--- src/rtl/perf_snapshot_unit.sv ---
// rtl/perf_snapshot_unit.sv - perf counter snapshot walker with CSR passthrough and output FIFO
module perf_snapshot_unit #(
  parameter int unsigned NR_COUNTERS   = 14,
  parameter logic [4:0]  START_ADDR    = 5'd3,
  parameter int unsigned FIFO_DEPTH    = 4,
  parameter bit          CLEAR_ON_SNAP = 1'b0
) (
  input  logic        clk_i,
  input  logic        rst_i,
  input  logic        csr_req_i,
  input  logic [4:0]  csr_addr_i,
  input  logic        csr_we_i,
  input  logic [63:0] csr_wdata_i,
  output logic [63:0] csr_rdata_o,
  output logic [4:0]  perf_addr_o,
  output logic        perf_we_o,
  output logic [63:0] perf_data_o,
  input  logic [63:0] perf_data_i,
  input  logic        snap_req_i,
  output logic        snap_busy_o,
  output logic        snap_overrun_o,
  output logic        out_valid_o,
  input  logic        out_ready_i,
  output logic [63:0] out_data_o,
  output logic [4:0]  out_idx_o,
  output logic        out_last_o
);

  localparam int unsigned PW = $clog2(FIFO_DEPTH);
  localparam logic [PW:0] DEPTH_C = (PW+1)'(FIFO_DEPTH);
  localparam logic [PW:0] ONE_C   = (PW+1)'(1);

  typedef enum logic [1:0] {IDLE, READ, DRAIN} state_e;

  state_e              state_q, state_d;
  logic [5:0]          idx_q, idx_d;
  logic                overrun_q;
  logic [63:0]         fifo_data [FIFO_DEPTH];
  logic [4:0]          fifo_addr [FIFO_DEPTH];
  logic [FIFO_DEPTH-1:0] fifo_last;
  logic [PW-1:0]       wr_ptr_q, rd_ptr_q;
  logic [PW:0]         count_q;
  logic                fifo_empty, read_slot, is_last, push, pop;
  logic [4:0]          rd_addr;

  assign fifo_empty = (count_q == '0);
  // Full check uses the registered count so a same-cycle pop never frees a slot early.
  assign read_slot  = (state_q == READ) && !csr_req_i && (count_q < DEPTH_C);
  assign rd_addr    = START_ADDR + idx_q[4:0];
  assign is_last    = (idx_q == 6'(NR_COUNTERS - 1));
  assign push       = read_slot;
  assign pop        = !fifo_empty && out_ready_i;

  always_comb begin
    perf_addr_o = '0;
    perf_we_o   = 1'b0;
    perf_data_o = '0;
    if (csr_req_i) begin
      perf_addr_o = csr_addr_i;
      perf_we_o   = csr_we_i;
      perf_data_o = csr_wdata_i;
    end else if (read_slot) begin
      perf_addr_o = rd_addr;
      perf_we_o   = CLEAR_ON_SNAP;
    end
  end

  assign csr_rdata_o = perf_data_i;

  always_comb begin
    state_d = state_q;
    idx_d   = idx_q;
    case (state_q)
      IDLE: begin
        if (snap_req_i) begin
          state_d = READ;
          idx_d   = '0;
        end
      end
      READ: begin
        if (read_slot) begin
          idx_d = idx_q + 6'd1;
          if (is_last) state_d = DRAIN;
        end
      end
      DRAIN: begin
        // Leave as the final entry is popped so busy drops the very next cycle.
        if (fifo_empty || (pop && count_q == ONE_C)) state_d = IDLE;
      end
      default: state_d = IDLE;
    endcase
  end

  always_ff @(posedge clk_i) begin
    if (rst_i) begin
      state_q   <= IDLE;
      idx_q     <= '0;
      overrun_q <= 1'b0;
      wr_ptr_q  <= '0;
      rd_ptr_q  <= '0;
      count_q   <= '0;
    end else begin
      state_q <= state_d;
      idx_q   <= idx_d;
      if (snap_req_i) overrun_q <= (state_q != IDLE);
      if (push) wr_ptr_q <= wr_ptr_q + 1'b1;
      if (pop)  rd_ptr_q <= rd_ptr_q + 1'b1;
      case ({push, pop})
        2'b10:   count_q <= count_q + ONE_C;
        2'b01:   count_q <= count_q - ONE_C;
        default: count_q <= count_q;
      endcase
    end
  end

  always_ff @(posedge clk_i) begin
    if (push) begin
      fifo_data[wr_ptr_q] <= perf_data_i;
      fifo_addr[wr_ptr_q] <= rd_addr;
      fifo_last[wr_ptr_q] <= is_last;
    end
  end

  assign snap_busy_o    = (state_q != IDLE);
  assign snap_overrun_o = overrun_q;
  assign out_valid_o    = !fifo_empty;
  assign out_data_o     = fifo_empty ? '0   : fifo_data[rd_ptr_q];
  assign out_idx_o      = fifo_empty ? '0   : fifo_addr[rd_ptr_q];
  assign out_last_o     = fifo_empty ? 1'b0 : fifo_last[rd_ptr_q];

endmodule
--- config.mk ---
export PLATFORM = sky130hd
export DESIGN_NAME = perf_snapshot_unit
export DESIGN_NICKNAME = d
export VERILOG_FILES = /design/src/rtl/perf_snapshot_unit.sv
export SDC_FILE = /design/constraint.sdc
export NUM_CORES = 1
export LEC_CHECK = 0
export BUFFER_PORTS_ARGS = -buffer_cell sky130_fd_sc_hd__buf_2
export CORE_ASPECT_RATIO = 1.25
export CORE_UTILIZATION = 47
export CTS_CLUSTER_SIZE = 8
export DETAILED_ROUTE_END_ITERATION = 10
export GPL_ROUTABILITY_DRIVEN = 0
export HOLD_SLACK_MARGIN = 0.15
export PLACE_DENSITY = 0.87
export SYNTH_ARGS = -nofsm -noshare
export SYNTH_HDL_FRONTEND = slang
export SYNTH_SLANG_ARGS = --single-unit
--- constraint.sdc ---
create_clock -name clk_i -period 3.15 [get_ports clk_i]
set_clock_uncertainty 0.1 [all_clocks]
set_input_delay 0.1575 -clock clk_i [delete_from_list [all_inputs] [get_ports clk_i]]
set_output_delay 0.1575 -clock clk_i [all_outputs]
set_load 0.02 [all_outputs]
==> results of run 1 <==
metrics by stage:
stage / std cells / hold slack, ns / util (%)
2_1_floorplan: 707 / 0.1564 / -
3_3_place_gp: 1313 / 0.2829 / 54.81
3_5_place_dp: 1313 / 0.2888 / 54.81
4_1_cts: 1444 / 0.2903 / 62.05
5_1_grt: 1445 / 0.3144 / 62.06
6_report: 1445 / 0.3111 / 62.06
where the power goes:
part	switching, mW	internal, mW
clock	1.53	2.51
combinational	1.82	1.31
sequential	0.121	4.45
total	3.47	8.28
cell families after synthesis:
kind of cell,count (synthesis)
adders and majority gates,12
buffers and inverters,112
xor gates and xnor gates,5
muxes,74
AOI/OAI and AO/OA,27
DFF,298
and+or+nand+nor,179
synth_stat cells:
cell                       number
sky130_fd_sc_hd__a22o_1         3
sky130_fd_sc_hd__nor2b_1        3
sky130_fd_sc_hd__nand3_1        4
sky130_fd_sc_hd__mux2i_1        3
sky130_fd_sc_hd__buf_2          9
sky130_fd_sc_hd__inv_2          1
sky130_fd_sc_hd__nor3b_1        2
sky130_fd_sc_hd__a211oi_1       3
sky130_fd_sc_hd__o21bai_1       1
sky130_fd_sc_hd__or4_1          3
sky130_fd_sc_hd__or2_2          1
sky130_fd_sc_hd__nor4b_4        1
sky130_fd_sc_hd__dfxtp_1       18
sky130_fd_sc_hd__edfxtp_1     280
sky130_fd_sc_hd__or3_1          2
sky130_fd_sc_hd__o32ai_1        1
sky130_fd_sc_hd__xor2_1         2
sky130_fd_sc_hd__nor2_1         5
sky130_fd_sc_hd__a21oi_1       12
sky130_fd_sc_hd__o31ai_1        1
sky130_fd_sc_hd__buf_1          1
sky130_fd_sc_hd__buf_4         64
sky130_fd_sc_hd__clkbuf_1      25
sky130_fd_sc_hd__nand2b_1       1
sky130_fd_sc_hd__nor3_1         4
sky130_fd_sc_hd__mux2_2         1
sky130_fd_sc_hd__xnor2_1        3
sky130_fd_sc_hd__nand3b_1       1
sky130_fd_sc_hd__mux4_2        70
sky130_fd_sc_hd__o311ai_0       1
sky130_fd_sc_hd__ha_1          12
sky130_fd_sc_hd__or3b_2         1
sky130_fd_sc_hd__nand4_1        1
sky130_fd_sc_hd__and2_1       139
sky130_fd_sc_hd__o21ai_0        5
sky130_fd_sc_hd__nand2_1       11
sky130_fd_sc_hd__buf_6          1
sky130_fd_sc_hd__inv_1         11
worst paths after layout:
kind,from,endpoint,slack (ns),cells past startpoint
setup / recovery,flop,out_data_o[33],0.52,4
hold / removal,perf_data_i[51],fifo_data[2][51],0.31,2
setup reg to reg,state_q[1],fifo_data[0][51],0.88,4
hold reg to reg,idx_q[5],idx_q[5],0.41,2
repair_timing:
action                                 4_1_cts  5_1_grt
gates resized for setup                      0        0
hold buffers                                70        0
endpoints found under the hold margin      274        0
setup buffers                                0        0
layout make-up:
type                            count  share of cell area, %
Antenna cell                        1                0.01545
Inverter                           12                 0.2781
Clock inverter                      3                 0.2086
Multi-Input combinational cell    297                  19.05
Tap cell                          340                  2.627
Sequential cell                   298                  54.19
Clock buffer                       58                  7.124
Timing Repair Buffer              436                  16.50
routing by layer:
metal  vias to the layer above  track usage, %  part of all wire [%]
met5                         -               0                     0
met4                         0           9.485                   3.1
met3                        67           4.307                   6.9
met2                       406           42.44                    54
met1                      3787           25.25                    36
li1                       3379               -                     -
state kept, by name, summed over array words and instances, names as in the netlist, 2 cells and up, named ones only:
name       count
fifo_data    256
rd_ptr_q       2
count_q        3
idx_q          6
wr_ptr_q       2
fifo_addr     20
fifo_last      4
state_q        2
==> metrics.txt, run 1 <==
# TYPE chip_impl_metric gauge
chip_impl_metric{name="synthesis.nets",unit=""} 858
chip_impl_info{name="worstPathCellList",value="buf_4 -> mux4_2 -> and2_1 -> buf_2"} 1
chip_impl_info{name="library_cell_contributing_the_largest_single_delay_on_the_critical_path",value="sky130_fd_sc_hd__dfxtp_4"} 1
chip_impl_metric{name="finalMaxSlewViolations",unit=""} 0
chip_impl_metric{name="synth_cells",unit=""} 707
chip_impl_metric{name="cts_num_sinks",unit=""} 298
chip_impl_metric{name="slew-limit-headroom",unit="%"} 57.44
chip_impl_metric{name="synth_xor_area_share",unit="%"} 0.3497
chip_impl_metric{name="area.sequential",unit="sq um"} 8776
chip_impl_metric{name="viasPerCell",unit=""} 5.287
chip_impl_metric{name="grt_start_max_net_pins",unit=""} 73
chip_impl_metric{name="min_period_over_period",unit="%"} 83.64
chip_impl_metric{name="coreArea",unit="sq um"} 26100
chip_impl_metric{name="setup_viol_count_final",unit=""} 0
chip_impl_metric{name="yosys.cell_types.count",unit=""} 38
chip_impl_info{name="worst-setup-path-type",value="flop to primary output"} 1
chip_impl_metric{name="total_number_of_yosys_warnings",unit=""} 0
chip_impl_metric{name="io_pins",unit=""} 346
chip_impl_metric{name="drt_first_iter_violations",unit=""} 433
chip_impl_metric{name="clock_tree.buffer_depth",unit=""} 3
chip_impl_metric{name="htree_levels",unit=""} 2
chip_impl_metric{name="grt_pass1_wl",unit="mm"} 45.51
chip_impl_metric{name="max_cap_viol_count",unit=""} 0
chip_impl_info{name="ctsRootBufferMaster",value="sky130_fd_sc_hd__clkbuf_16"} 1
chip_impl_metric{name="initial_utilization",unit="%"} 47.99
chip_impl_metric{name="fin_nets",unit=""} 1239
chip_impl_info{name="critical_path.endpoint_type",value="primary output"} 1
chip_impl_metric{name="power.static_leakage",unit="nW"} 6.171
chip_impl_metric{name="period_needed",unit="ns"} 2.635
chip_impl_metric{name="cts_inserted_buffers",unit=""} 43
chip_impl_info{name="grt_setup_unrepaired",value="no"} 1
chip_impl_metric{name="post_synth_instance_area",unit="sq um"} 12520
chip_impl_metric{name="hpwl",unit="mm"} 19.56
chip_impl_metric{name="setup-tns-final",unit="ns"} 0
chip_impl_info{name="startpoint_type",value="flop"} 1
chip_impl_metric{name="synth-adder-area-share",unit="%"} 1.199
chip_impl_metric{name="final_hold_viol_count",unit=""} 0
chip_impl_metric{name="antenna_found_initial",unit=""} 1
chip_impl_metric{name="drt_drc_violations_left",unit=""} 0
chip_impl_metric{name="final_cell_area",unit="sq um"} 16190
chip_impl_metric{name="layout-drive-gt1-share",unit="%"} 44.84
chip_impl_metric{name="power-per-cell-area",unit="nW/um^2"} 725.6
chip_impl_metric{name="postLayoutSetupSlackWorst",unit="ns"} 0.5153
chip_impl_metric{name="timing.critical_path.required",unit="ns"} 2.89
chip_impl_info{name="synth_top_family_by_area",value="multiplexers"} 1
chip_impl_metric{name="placementRows",unit=""} 66
chip_impl_metric{name="netlist.area_leader.share",unit="%"} 67.14
chip_impl_metric{name="synthesis.area_per_instance",unit="sq um"} 17.71
chip_impl_info{name="top_cells_by_area_in_the_synthesized_netlist",value="sky130_fd_sc_hd__edfxtp_1, sky130_fd_sc_hd__mux4_2, sky130_fd_sc_hd__and2_1, sky130_fd_sc_hd__buf_4, sky130_fd_sc_hd__dfxtp_1"} 1
chip_impl_metric{name="number_of_global_route_vias_before_repair",unit=""} 8057
chip_impl_info{name="layout_common_cells",value="sky130_fd_sc_hd__buf_2, sky130_fd_sc_hd__edfxtp_1, sky130_fd_sc_hd__and2_1, sky130_fd_sc_hd__mux4_2, sky130_fd_sc_hd__dlygate4sd3_1"} 1
chip_impl_info{name="layout.cells.most_common",value="sky130_fd_sc_hd__buf_2"} 1
chip_impl_metric{name="design.die.area",unit="sq um"} 27310
chip_impl_metric{name="grtUsageTotal",unit="%"} 22.78
chip_impl_metric{name="yosys.area_share.simple",unit="%"} 8.762
chip_impl_metric{name="synth.yosys.seq_area_share",unit="%"} 70.02
chip_impl_info{name="run_status",value="completed"} 1
chip_impl_metric{name="io_buffer_count",unit=""} 345
chip_impl_metric{name="global_route.overflow_total",unit=""} 0
chip_impl_metric{name="cts.reportedPaths.clkPinSlew",unit="ns"} 0.05
chip_impl_metric{name="critical-path-max-stage-delay",unit="ns"} 0.68
chip_impl_metric{name="compound_cell_area_share_of_the_yosys_netlist",unit="%"} 1.329
chip_impl_metric{name="worst_pin_slew",unit="ns"} 0.6335
chip_impl_metric{name="fp.dieW",unit="um"} 148
chip_impl_metric{name="report.power.total",unit="mW"} 11.75
chip_impl_metric{name="worst_ir_drop_vdd",unit="V"} 0.0004214
chip_impl_info{name="hold_class",value="input port to flop"} 1
chip_impl_metric{name="area_of_the_multi_input_gates",unit="sq um"} 3085
chip_impl_metric{name="max_freq",unit="MHz"} 379.5
chip_impl_metric{name="clock_latency_on_the_worst_skew_pair",unit="ns"} 0.51
chip_impl_metric{name="die_height",unit="um"} 184.5
chip_impl_info{name="cts_tree",value="built"} 1
chip_impl_metric{name="mux_cell_area_share_after_synthesis",unit="%"} 12.92
chip_impl_metric{name="preCtsSetupSlack",unit="ns"} 0.8470
chip_impl_metric{name="drt_wl_total",unit="mm"} 31.18
chip_impl_info{name="cpLargestDelayFamily",value="flip-flops"} 1
chip_impl_metric{name="count_of_nets_left_with_antenna_violations_after_detail_routing",unit=""} 0
chip_impl_metric{name="layout-area-overhead-vs-synth",unit="%"} 29.31
chip_impl_metric{name="timing.critical_path.buf_inv",unit=""} 2
chip_impl_metric{name="ys_seq_elements",unit=""} 298
chip_impl_info{name="synth_top_area_cell",value="sky130_fd_sc_hd__edfxtp_1"} 1
chip_impl_metric{name="vias",unit=""} 7639
chip_impl_metric{name="critPathMaxFanout",unit=""} 25
chip_impl_metric{name="dr.pass1.iters",unit=""} 5
chip_impl_metric{name="wire_length_per_cell",unit="um"} 21.58
chip_impl_metric{name="cp_data_arrival_time",unit="ns"} 2.38
chip_impl_metric{name="post_dp_cell_area",unit="sq um"} 14300
chip_impl_metric{name="fill_cells",unit=""} 1862
No activity file was read; power rests on OpenSTA's default activity.
==> inputs of run 2 (changes only) <==
==> constraint.sdc (replaced) <==
create_clock -name clk_i -period 2.15 [get_ports clk_i]
set_clock_uncertainty 0.1 [all_clocks]
set_input_delay 0.1075 -clock clk_i [delete_from_list [all_inputs] [get_ports clk_i]]
set_output_delay 0.1075 -clock clk_i [all_outputs]
set_load 0.02 [all_outputs]
==> run 2 against run 1 <==
- the flow now finishes with violations (setup timing)
- critical path type unchanged
- combinational power up 150%
- largest cell class unchanged
- design area up 8.8%
- core utilization up 5.5 points
- highest routed layer unchanged
- register-to-register slack worse by 0.73 ns
- critical endpoint is now out_data_o[29]
- cell count up 2.5%
==> metrics.txt, run 2 (synthesis results as in run 1) <==
# TYPE chip_impl_metric gauge
chip_impl_info{name="run_status",value="finished, violations left"} 1
chip_impl_info{name="failing_checks",value="setup timing"} 1
chip_impl_metric{name="die_height",unit="um"} 184.5
chip_impl_metric{name="drt_drc_violations_left",unit=""} 0
chip_impl_metric{name="grt_util_met1",unit="%"} 29.23
chip_impl_metric{name="wire_length_per_cell",unit="um"} 23.89
chip_impl_metric{name="area.sequential",unit="sq um"} 8791
chip_impl_metric{name="timing.critical_path.required",unit="ns"} 1.94
chip_impl_metric{name="min_period_over_period",unit="%"} 107.1
chip_impl_metric{name="number_of_global_route_vias_before_repair",unit=""} 8141
chip_impl_metric{name="power.static_leakage",unit="nW"} 6.711
chip_impl_metric{name="design.die.area",unit="sq um"} 27310
chip_impl_info{name="ctsRootBufferMaster",value="sky130_fd_sc_hd__clkbuf_16"} 1
chip_impl_metric{name="max_freq",unit="MHz"} 434.2
chip_impl_metric{name="p_sw_share",unit="%"} 28.97
chip_impl_metric{name="drt_wl_total",unit="mm"} 35.38
chip_impl_metric{name="power-per-cell-area",unit="nW/um^2"} 1152
chip_impl_info{name="cts_tree",value="built"} 1
chip_impl_info{name="top_regs",value="fifo_data x256, fifo_addr x20, idx_q x6"} 1
chip_impl_metric{name="preCtsSetupSlack",unit="ns"} 0.1275
chip_impl_metric{name="cp_data_arrival_time",unit="ns"} 2.10
chip_impl_metric{name="antenna_found_initial",unit=""} 1
chip_impl_metric{name="slew-limit-headroom",unit="%"} 59.54
chip_impl_metric{name="cts_inserted_buffers",unit=""} 43
chip_impl_metric{name="area_of_the_multi_input_gates",unit="sq um"} 3316
chip_impl_metric{name="largest_register_ff_count",unit=""} 256
chip_impl_metric{name="report.power.total",unit="mW"} 20.31
chip_impl_metric{name="coreArea",unit="sq um"} 26100
chip_impl_metric{name="clock_tree.buffer_depth",unit=""} 3
chip_impl_metric{name="count_of_nets_left_with_antenna_violations_after_detail_routing",unit=""} 0
chip_impl_metric{name="groute.layer.met2.usage",unit="%"} 43.89
chip_impl_metric{name="max_cap_viol_count",unit=""} 0
chip_impl_metric{name="setup_viol_count_final",unit=""} 62
chip_impl_info{name="regMostFlops",value="fifo_data"} 1
chip_impl_metric{name="setup-tns-final",unit="ns"} -3.646
chip_impl_metric{name="global_route.overflow_total",unit=""} 0
chip_impl_metric{name="p_comb_share",unit="%"} 38.0
chip_impl_metric{name="fin_nets",unit=""} 1274
chip_impl_metric{name="layout-drive-gt1-share",unit="%"} 54.21
chip_impl_metric{name="layout-area-overhead-vs-synth",unit="%"} 40.73
chip_impl_info{name="critical_path.endpoint_type",value="primary output"} 1
chip_impl_metric{name="dr.pass1.iters",unit=""} 5
chip_impl_metric{name="hpwl",unit="mm"} 19.51
chip_impl_metric{name="worst_ir_drop_vdd",unit="V"} 0.0004883
chip_impl_info{name="worst-setup-path-type",value="flop to primary output"} 1
chip_impl_metric{name="period_needed",unit="ns"} 2.303
chip_impl_metric{name="initial_utilization",unit="%"} 47.99
chip_impl_metric{name="cts.reportedPaths.clkPinSlew",unit="ns"} 0.05
chip_impl_metric{name="fp.dieW",unit="um"} 148
chip_impl_metric{name="finalMaxSlewViolations",unit=""} 0
chip_impl_metric{name="p_seq_share",unit="%"} 32.6
chip_impl_metric{name="power_switching",unit="mW"} 5.884
chip_impl_metric{name="met3_usage",unit="%"} 5.198
chip_impl_metric{name="final_hold_viol_count",unit=""} 0
chip_impl_metric{name="rr_worst_depth",unit=""} 8
chip_impl_metric{name="viasPerCell",unit=""} 5.368
chip_impl_metric{name="cts_num_sinks",unit=""} 298
chip_impl_metric{name="placementRows",unit=""} 66
chip_impl_info{name="layout_common_cells",value="sky130_fd_sc_hd__edfxtp_1, sky130_fd_sc_hd__buf_2, sky130_fd_sc_hd__and2_4, sky130_fd_sc_hd__buf_6, sky130_fd_sc_hd__mux4_2"} 1
chip_impl_metric{name="grt_start_max_net_pins",unit=""} 72
chip_impl_metric{name="postLayoutSetupSlackWorst",unit="ns"} -0.1532
chip_impl_metric{name="critPathMaxFanout",unit=""} 8
chip_impl_metric{name="htree_levels",unit=""} 2
chip_impl_metric{name="grt_pass1_wl",unit="mm"} 48.42
chip_impl_metric{name="cell_internal_pwr",unit="mW"} 14.43
chip_impl_metric{name="worst_pin_slew",unit="ns"} 0.6022
chip_impl_metric{name="grtUsageTotal",unit="%"} 24.49
chip_impl_info{name="grt_busiest_layer",value="met2"} 1
chip_impl_metric{name="clock_latency_on_the_worst_skew_pair",unit="ns"} 0.51
chip_impl_metric{name="io_buffer_count",unit=""} 345
chip_impl_metric{name="vias",unit=""} 7950
chip_impl_metric{name="post_layout_nonfiller_instances",unit=""} 1481
chip_impl_metric{name="drt_first_iter_violations",unit=""} 455
chip_impl_info{name="layout.cells.most_common",value="sky130_fd_sc_hd__edfxtp_1"} 1
chip_impl_info{name="hold_class",value="input port to flop"} 1
chip_impl_metric{name="power.clock.fraction",unit="%"} 29.4
chip_impl_info{name="startpoint_type",value="flop"} 1
chip_impl_metric{name="fill_cells",unit=""} 1629
chip_impl_metric{name="hold-path-cell-count",unit=""} 2
chip_impl_info{name="grt_setup_unrepaired",value="yes"} 1
chip_impl_metric{name="io_pins",unit=""} 346
chip_impl_metric{name="placed_cells",unit=""} 1319
==> run 2: critical path, stage by stage, from the launching register on <==
cell                      delay (ns)
sky130_fd_sc_hd__dfxtp_4        0.39
sky130_fd_sc_hd__buf_12         0.12
sky130_fd_sc_hd__buf_12         0.10
sky130_fd_sc_hd__buf_12         0.13
sky130_fd_sc_hd__mux4_2         0.56
sky130_fd_sc_hd__and2_4         0.17
sky130_fd_sc_hd__buf_6          0.12
==> run 2: final timing paths <==
kind | slack (ns) | end | startpoint
max reg2reg | 0.15 | count_q[2] | count_q[0]
min reg2reg | 0.39 | wr_ptr_q[0] | wr_ptr_q[0]
min | 0.26 | fifo_data[1][20] | perf_data_i[20]
max | -0.15 | out_data_o[29] | flop
==> run 2: metal layers <==
layer | share of wire [%] | wire (um) | vias up
met3 | 8.9 | 3134 | 65
met2 | 53 | 18660 | 510
met1 | 36 | 12580 | 3928
met5 | 0 | 0 | -
li1 | - | - | 3447
met4 | 2.8 | 1005 | 0
==> run 2: layout make-up <==
cell class	instances	share of cell area, %
Timing Repair Buffer	471	21.76
Tap cell	340	2.414
Clock inverter	3	0.1846
Clock buffer	59	6.567
Multi-Input combinational cell	297	18.81
Antenna cell	1	0.01420
Inverter	12	0.3692
Sequential cell	298	49.88
==> run 2: power groups by stage <==
stage | clock, mW | sequential (mW) | combinational (mW)
detailed placement | 0 | 6.75 | 4.58
global route | 6.29 | 6.63 | 8.09
floorplan | 0 | 6.68 | 3.05
CTS | 6.03 | 6.61 | 6.84
finish | 5.96 | 6.62 | 7.73
global placement | 0 | 6.74 | 4.52
==> run 2: repair_timing <==
action | 4_1_cts | 5_1_grt
setup buffers | 10 | 8
gates resized for setup | 185 | 81
endpoints found under the hold margin | 274 | 0
setup endpoints to repair | 74 | 76
hold buffers | 69 | 0
cloned | 8 | 5
pin swaps | 44 | 29
==> run 2: per-stage QoR <==
stage / util, % / cell area, sq um / hold slack, ns
final: 67.54 / 17620 / 0.2609
after floorplan: - / 12530 / 0.1064
after CTS: 66.05 / 17240 / 0.2361
after global placement: 55.32 / 14440 / 0.2313
after detailed placement: 55.32 / 14440 / 0.2389
after global routing: 67.54 / 17620 / 0.2621
